`src/rtl/progmem_arbiter_if.sv`:
```
// Avalon-style read port bundle shared by the two masters and the program-memory slave.
// The arbiter takes the slave modport toward each master and the master modport toward memory.
interface progmem_arbiter_if #(
  parameter int unsigned ADDR_W = 12
) ();
  logic [ADDR_W-1:0] address;
  logic              read;
  logic [31:0]       readdata;
  logic [1:0]        response;
  logic              waitrequest;

  modport master (output address, read, input readdata, response, waitrequest);
  modport slave  (input address, read, output readdata, response, waitrequest);
endinterface

```
`src/rtl/progmem_arbiter.sv`:
```
// Two-master round-robin read arbiter in front of one program-memory port, with a
// stall watchdog that forces an SLVERR completion when the slave never answers.
module progmem_arbiter #(
  parameter int unsigned ADDR_W   = 12,
  parameter int unsigned TIMEOUT  = 64,
  parameter int unsigned ERRCNT_W = 8
) (
  input  logic                clk,
  input  logic                rst_n,
  progmem_arbiter_if.slave    m0,
  progmem_arbiter_if.slave    m1,
  progmem_arbiter_if.master   s,
  output logic                busy,
  output logic [ERRCNT_W-1:0] timeout_count
);

  localparam int unsigned     WD_W      = (TIMEOUT > 2) ? $clog2(TIMEOUT) : 1;
  localparam int unsigned     WD_LAST_I = (TIMEOUT == 0) ? 0 : TIMEOUT - 1;
  localparam logic [WD_W-1:0] WD_LAST   = WD_W'(WD_LAST_I);
  localparam logic [1:0]      RESP_OK     = 2'b00;
  localparam logic [1:0]      RESP_SLVERR = 2'b10;

  typedef enum logic [1:0] {ST_IDLE, ST_BUSY, ST_TERM} state_e;

  state_e                state_q, state_d;
  logic                  owner_q, owner_d;
  logic                  last_q, last_d;
  logic [WD_W-1:0]       wd_q, wd_d;
  logic [ERRCNT_W-1:0]   tcnt_q, tcnt_d;

  logic                  own_read;
  logic [ADDR_W-1:0]     own_addr;

  assign own_read      = owner_q ? m1.read    : m0.read;
  assign own_addr      = owner_q ? m1.address : m0.address;
  assign timeout_count = tcnt_q;

  // State and bookkeeping registers; last_q=1 lets master 0 win the first tie.
  always_ff @(posedge clk or negedge rst_n) begin
    if (!rst_n) begin
      state_q <= ST_IDLE;
      owner_q <= 1'b0;
      last_q  <= 1'b1;
      wd_q    <= '0;
      tcnt_q  <= '0;
    end else begin
      state_q <= state_d;
      owner_q <= owner_d;
      last_q  <= last_d;
      wd_q    <= wd_d;
      tcnt_q  <= tcnt_d;
    end
  end

  // Next-state: registered grant in IDLE, completion/abandon/watchdog in BUSY.
  always_comb begin
    state_d = state_q;
    owner_d = owner_q;
    last_d  = last_q;
    wd_d    = wd_q;
    tcnt_d  = tcnt_q;
    unique case (state_q)
      ST_IDLE: begin
        wd_d = '0;
        if (m0.read && m1.read) begin
          owner_d = ~last_q;
          state_d = ST_BUSY;
        end else if (m0.read) begin
          owner_d = 1'b0;
          state_d = ST_BUSY;
        end else if (m1.read) begin
          owner_d = 1'b1;
          state_d = ST_BUSY;
        end
      end
      ST_BUSY: begin
        if (!own_read || !s.waitrequest) begin
          state_d = ST_IDLE;
          last_d  = owner_q;
          wd_d    = '0;
        end else if (TIMEOUT != 0) begin
          if (wd_q == WD_LAST) begin
            state_d = ST_TERM;
          end else begin
            wd_d = wd_q + WD_W'(1);
          end
        end
      end
      ST_TERM: begin
        state_d = ST_IDLE;
        last_d  = owner_q;
        wd_d    = '0;
        if (tcnt_q != '1) begin
          tcnt_d = tcnt_q + ERRCNT_W'(1);
        end
      end
      default: state_d = ST_IDLE;
    endcase
  end

  // Outputs: owner sees the slave in BUSY, a forced SLVERR in TERM; everyone else stalls.
  always_comb begin
    busy           = 1'b0;
    s.read         = 1'b0;
    s.address      = '0;
    m0.waitrequest = 1'b1;
    m0.readdata    = '0;
    m0.response    = RESP_OK;
    m1.waitrequest = 1'b1;
    m1.readdata    = '0;
    m1.response    = RESP_OK;
    unique case (state_q)
      ST_BUSY: begin
        busy      = 1'b1;
        s.read    = own_read;
        s.address = own_addr;
        if (owner_q) begin
          m1.waitrequest = s.waitrequest;
          m1.readdata    = s.readdata;
          m1.response    = s.response;
        end else begin
          m0.waitrequest = s.waitrequest;
          m0.readdata    = s.readdata;
          m0.response    = s.response;
        end
      end
      ST_TERM: begin
        busy = 1'b1;
        if (owner_q) begin
          m1.waitrequest = 1'b0;
          m1.response    = RESP_SLVERR;
        end else begin
          m0.waitrequest = 1'b0;
          m0.response    = RESP_SLVERR;
        end
      end
      default: ;
    endcase
  end

endmodule

```
`src/flat_wrapper.sv`:
```
// flat-port wrapper written by rule: the top's interface ports become plain ports
module progmem_arbiter_flat 
#(
  parameter int unsigned ADDR_W   = 12,
  parameter int unsigned TIMEOUT  = 64,
  parameter int unsigned ERRCNT_W = 8
)
  (clk, rst_n, busy, timeout_count, m0_address, m0_read, m0_readdata, m0_response, m0_waitrequest, m1_address, m1_read, m1_readdata, m1_response, m1_waitrequest, s_address, s_read, s_readdata, s_response, s_waitrequest);
  progmem_arbiter_if #(.ADDR_W(ADDR_W)) m0_i ();
  progmem_arbiter_if #(.ADDR_W(ADDR_W)) m1_i ();
  progmem_arbiter_if #(.ADDR_W(ADDR_W)) s_i ();
  input  logic clk;
  input  logic rst_n;
  output logic busy;
  output logic [ERRCNT_W-1:0] timeout_count;
  input wire logic [$bits(m0_i.address)-1:0] m0_address;
  input wire logic [$bits(m0_i.read)-1:0] m0_read;
  output wire logic [$bits(m0_i.readdata)-1:0] m0_readdata;
  output wire logic [$bits(m0_i.response)-1:0] m0_response;
  output wire logic [$bits(m0_i.waitrequest)-1:0] m0_waitrequest;
  input wire logic [$bits(m1_i.address)-1:0] m1_address;
  input wire logic [$bits(m1_i.read)-1:0] m1_read;
  output wire logic [$bits(m1_i.readdata)-1:0] m1_readdata;
  output wire logic [$bits(m1_i.response)-1:0] m1_response;
  output wire logic [$bits(m1_i.waitrequest)-1:0] m1_waitrequest;
  output wire logic [$bits(s_i.address)-1:0] s_address;
  output wire logic [$bits(s_i.read)-1:0] s_read;
  input wire logic [$bits(s_i.readdata)-1:0] s_readdata;
  input wire logic [$bits(s_i.response)-1:0] s_response;
  input wire logic [$bits(s_i.waitrequest)-1:0] s_waitrequest;
  assign m0_i.address = m0_address;
  assign m0_i.read = m0_read;
  assign m0_readdata = m0_i.readdata;
  assign m0_response = m0_i.response;
  assign m0_waitrequest = m0_i.waitrequest;
  assign m1_i.address = m1_address;
  assign m1_i.read = m1_read;
  assign m1_readdata = m1_i.readdata;
  assign m1_response = m1_i.response;
  assign m1_waitrequest = m1_i.waitrequest;
  assign s_address = s_i.address;
  assign s_read = s_i.read;
  assign s_i.readdata = s_readdata;
  assign s_i.response = s_response;
  assign s_i.waitrequest = s_waitrequest;
  progmem_arbiter #(.ADDR_W(ADDR_W), .TIMEOUT(TIMEOUT), .ERRCNT_W(ERRCNT_W)) u_core (.clk(clk), .rst_n(rst_n), .m0(m0_i), .m1(m1_i), .s(s_i), .busy(busy), .timeout_count(timeout_count));
endmodule
```
`config.mk`:
```
export PLATFORM = sky130hd
export DESIGN_NAME = progmem_arbiter_flat
export DESIGN_NICKNAME = d
export VERILOG_FILES = /design/src/rtl/progmem_arbiter_if.sv /design/src/rtl/progmem_arbiter.sv /design/src/flat_wrapper.sv
export SDC_FILE = /design/constraint.sdc
export NUM_CORES = 1
export LEC_CHECK = 0
export CORE_UTILIZATION = 34
export DETAILED_ROUTE_END_ITERATION = 10
export PLACE_DENSITY = 0.87
export SYNTH_ARGS = -nofsm -noshare
export SYNTH_HDL_FRONTEND = slang
export SYNTH_SLANG_ARGS = --single-unit
```
`constraint.sdc`:
```
create_clock -name clk -period 2.9 [get_ports clk]
set_clock_uncertainty 0.1 [all_clocks]
set_input_delay 0.87 -clock clk [delete_from_list [all_inputs] [get_ports clk]]
set_output_delay 0.87 -clock clk [all_outputs]
set_load 0.01 [all_outputs]
```
## After elaboration in Yosys (flattened, before gate mapping)

Index checks and enable logic that the tools add are counted.

- Flip-flop bits (word level): 18
- Logic and storage cells: 66

- $add $sub $neg: 2
- Equal/unequal tests: 8
- Multiplexer cells: 35
- Bitwise gates (word level): 1
- Reductions and logical operators: 15

Operator list:

| kind | count |
|---|---|
| $mux 32 | 4 |
| $mux 12 | 2 |
| $mux 2 | 9 |
| $mux 6 | 2 |
| $pmux 2 s2 | 3 |
| $pmux 6 s2 | 1 |
| $mux 1 | 11 |
| $reduce_and 2->1 | 5 |
| $add 8x1->8 const B | 1 |
| $ne 8x8->1 const B | 1 |
| $add 6x1->6 const B | 1 |
| $eq 6x6->1 const B | 1 |
| $pmux 1 s2 | 3 |
| $ne 4x3->1 const B | 1 |
| $reduce_bool 2->1 | 2 |
| $reduce_or 2->1 | 2 |
| $ne 3x1->1 const B | 1 |
| $ne 3x2->1 const B | 1 |
| $reduce_bool 3->1 | 1 |
| $eq 2x1->1 const B | 1 |
| $eq 2x2->1 const B | 1 |
| $logic_not 1->1 | 2 |
| $logic_not 2->1 | 1 |
| $ne 2x1->1 const B | 1 |
| other kinds (3) | 3 |

## Depth between registers and ports, before layout

- Depth after elaboration: 5
- Depth in mapped cells: 7
- Gate-level depth less buffers: 6

## Least setup slack after synthesis

No wires, ideal clock.

- Kind: flip-flop to output port
- Start: reg u_core.state_q[1]
- End: out m0_response[1]
- Arrival: 1365 ps
- Required time: 1930 ps
- Path slack: 565 ps
- Cell stages (with the launch flop): 6
- Cell sequence: dfrtp_1 > inv_1 > ha_1 > clkbuf_1 > a21oi_1 > nor3b_1

- Longest elaborated chain between the ends: 2
- Elaborated cells between the ends (all ways): 3
- Classes of those cells: eq/ne (2); mux (1)

RTL lines:

| item | line | RTL |
|---|---|---|
| from (decl) | progmem_arbiter.sv:25 | `state_e state_q, state_d;` |
| from (signal assigned) | progmem_arbiter.sv:47 | `state_q <= state_d;` |
| $eq 2x2->1 / $eq 2x1->1 (equally long branches) | progmem_arbiter.sv:112 | `unique case (state_q)` |
| $pmux 2 s2 * | progmem_arbiter.sv:112 |  |
| to (decl) | flat_wrapper.sv:19 | `output wire logic [$bits(m0_i.response)-1:0] m0_response;` |

Mark *: on every way between the ends. The rest lies on a longest branch, timed or not.

## Worst setup path after layout

- Start: in s_waitrequest
- End: out m1_waitrequest

- Longest elaborated chain between the ends: 2

RTL lines:

| item | line | RTL |
|---|---|---|
| from (decl) | flat_wrapper.sv:30 | `input wire logic [$bits(s_i.waitrequest)-1:0] s_waitrequest;` |
| $mux 1 | progmem_arbiter.sv:117 | `if (owner_q) begin` |
| $pmux 1 s2 | progmem_arbiter.sv:112 |  |
| to (decl) | flat_wrapper.sv:25 | `output wire logic [$bits(m1_i.waitrequest)-1:0] m1_waitrequest;` |

No other way between the ends.

==> run metrics <==
reported max-cap violation count=0; final RePlAce weighted congestion=between 0.7 and 0.8; Crit Path Class=in -> out; total of hold buffers inserted after clock tree synthesis=0; pwr/cell area=just over 600 nW/um^2; post-synth cell types=38; post-CTS setup buffer count=0; wire length of the first global-routing pass=about 10000 um; synthesized area per cell=roughly 8 um^2; number of placed cells counting well taps=433; maximum frequency from static timing analysis=roughly 0.35 GHz; classification of the worst-slack hold path=reg -> reg; root cell of the clock tree=sky130_fd_sc_hd__clkbuf_8; Worst slew margin=70.73%; commonest cells after routing, fill and taps aside=sky130_fd_sc_hd__dlygate4sd2_1, sky130_fd_sc_hd__clkdlybuf4s50_1, sky130_fd_sc_hd__and3_1; Area contributors post-synth=sky130_fd_sc_hd__dfrtp_1, sky130_fd_sc_hd__and3_1, sky130_fd_sc_hd__and2_1; number of iterations in the first detailed-routing pass=4; worst r2r path cells=6; clock latency on the worst-skew pair=0.25 ns; most common library cell in the layout ignoring fill and taps=sky130_fd_sc_hd__dlygate4sd2_1; cell type with the largest total area after synthesis=sky130_fd_sc_hd__dfrtp_1; starting DRC count in detailed routing=between 80 and 90; horizontal extent of the die=73.19 um; post-synthesis cell area=1723 um^2; final clock period utilization by the worst path=between 90% and 100%; Register Area=451.7 um^2; share of the yosys chip area belonging to registers=26.22%; count of mapped cells out of synthesis=215; full die area=5356 um^2; number of nets produced by synthesis=approximately 280; HPWL reported at the end of detailed placement=between 5000 and 6000 um; htree depth=1; Fillers=approximately 440; global router's overall resource usage=roughly 24%; largest fanout on the critical path=4; final non-filler cell total=around 440; type of origin of the critical path=input pin; via/cell ratio=around 4.8; number of flops mapped to enable cells by yosys=0; pin count of the biggest net entering global routing=52; top_reg_cell synth=sky130_fd_sc_hd__dfrtp_1; Hold Path Depth=1; top-level port count=~160; number of nets in the final layout=440; clock transition time at the flip-flop clock pins of the worst setup and hold paths=0.06 ns; initial antenna violation count=0; number of antenna-violating nets in the routed design=0; Die Ht=between 70 and 80 um; Layout area overhead=95.72%; final period demand of the worst path=2.881 ns; total of flip-flops plus latches after synthesis=18; arrival time reported for the critical path endpoint=1.91 ns; starting utilization of the core area=between 30% and 40%; final routed DRC violation total=0; number of buffers inserted during clock tree synthesis=3; total of endpoints with negative setup slack in the final report=0; run status=finished clean; Final Hold Slack=about 0.44 ns; maximum number of buffers from clock root to sink=2; setup repair after global routing missed its margin=false; share of synthesized flip-flops with an asynchronous set or reset=between 90% and 100%; multi-input combinational cell area=~1200 um^2; TritonCTS Sinks=18; area share of the largest cell type after synthesis=about a quarter; VDD IR-drop max=roughly 0.00036 V; PostCTS Resize Cnt=between 80 and 90; Synth Warn #=0; Crit. End Element=primary output; data required time at the worst endpoint=1.93 ns; fraction of layout cells with a size suffix above 1=between 8 and 9%; leakage power total=1.840 nW; via count of the first global-routing pass=1996; std cell rows=25; Final Max Slew Viols=0; total congestion overflow after global routing=0; final hold violation count=0; count of port buffers added during placement=around 150; actual slew at the worst max-slew pin=approximately 0.44 ns; count of antenna diodes in the layout=0; area of the core=between 4000 and 5000 um^2; routed wire length=between 6000 and 7000 um; number of vias in the routed layout=2100; wire per inst=approximately 15 um; TritonCTS clock tree=yes
==> worst max-delay path: stages <==
cell and delay, ns:
sky130_fd_sc_hd__clkdlybuf4s50_1 0.55, sky130_fd_sc_hd__nor2_1 0.05, sky130_fd_sc_hd__o21ai_0 0.15, sky130_fd_sc_hd__clkdlybuf4s15_1 0.28
==> through the flow <==
stage                     util, %  total power [mW]  setup slack, ns  instance area [um^2]  TNS, ns
after floorplan                 -             1.134           0.5651                  1723        0
after global placement      71.42             2.104          -0.2690                  3418   -7.105
after detailed placement    71.42             2.129          -0.3116                  3418   -8.350
after CTS                   70.72             2.107         0.006756                  3385        0
after global routing        70.46             2.231         0.002198                  3372        0
final                       70.46             2.087          0.01867                  3372        0
==> cell usage after synthesis, drive strengths merged, types with 2 or more instances <==
library cell,instances
and3,35
and2,32
dfrtp,17
clkbuf,14
mux2i,14
nor2b,14
nand2,12
nor2,9
o21ai,9
a21oi,7
inv,7
ha,6
nand3,5
xnor2,4
mux2,3
nand4,3
nor3,3
buf,2
nor3b,2
or2,2
==> logic make-up after synthesis <==
| group | Yosys count | synth area share, % |
|---|---|---|
| compound gates | 26 | 10.46 |
| xor+xnor | 4 | 2.033 |
| fa+ha+maj | 6 | 4.357 |
| buf+inv | 23 | 5.302 |
| flops | 18 | 26.22 |
| mux | 17 | 10.31 |
| simple gates | 121 | 41.32 |
==> final cells by class <==
type / instances / share of cell area, %
flip-flops and latches: 18 / 13.40
well taps: 67 / 2.486
repair buffers: 167 / 46.38
clock buffers: 4 / 1.633
multi-input cells: 174 / 35.32
inverters: 7 / 0.7792
==> flip-flops by register name, indices dropped and copies added, names as in the netlist <==
signal / count
u_core.wd_q: 6
u_core.timeout_count: 8
u_core.last_q: 1
u_core.state_q: 2
u_core.owner_q: 1
==> where the power goes <==
group | switching, mW | internal [mW] | total, mW
sequential | 0.0347 | 0.283 | 0.318
combinational | 0.769 | 0.798 | 1.57
clock | 0.0810 | 0.120 | 0.202
total | 0.885 | 1.20 | 2.09
==> worst paths after layout <==
check	from	endpoint	slack (ns)
worst max-delay path	s_waitrequest	m1_waitrequest	0.02
worst min-delay path	u_core.timeout_count[7]	u_core.timeout_count[7]	0.44
worst max register to register	u_core.owner_q	u_core.wd_q[3]	0.71
worst min register to register	u_core.timeout_count[7]	u_core.timeout_count[7]	0.44
max in group asynchronous	rst_n	u_core.last_q	1.60
min in group asynchronous	rst_n	u_core.timeout_count[4]	0.85
==> metal layers <==
layer | GRT usage, % | vias up | wire length, um
li1 | - | 1061 | -
met5 | 0 | - | 0
met2 | 45.06 | 95 | 3326
met3 | 6.768 | 10 | 544
met4 | 5.882 | 0 | 108
met1 | 26.64 | 934 | 2537
Power figures use the tool's default switching activity.
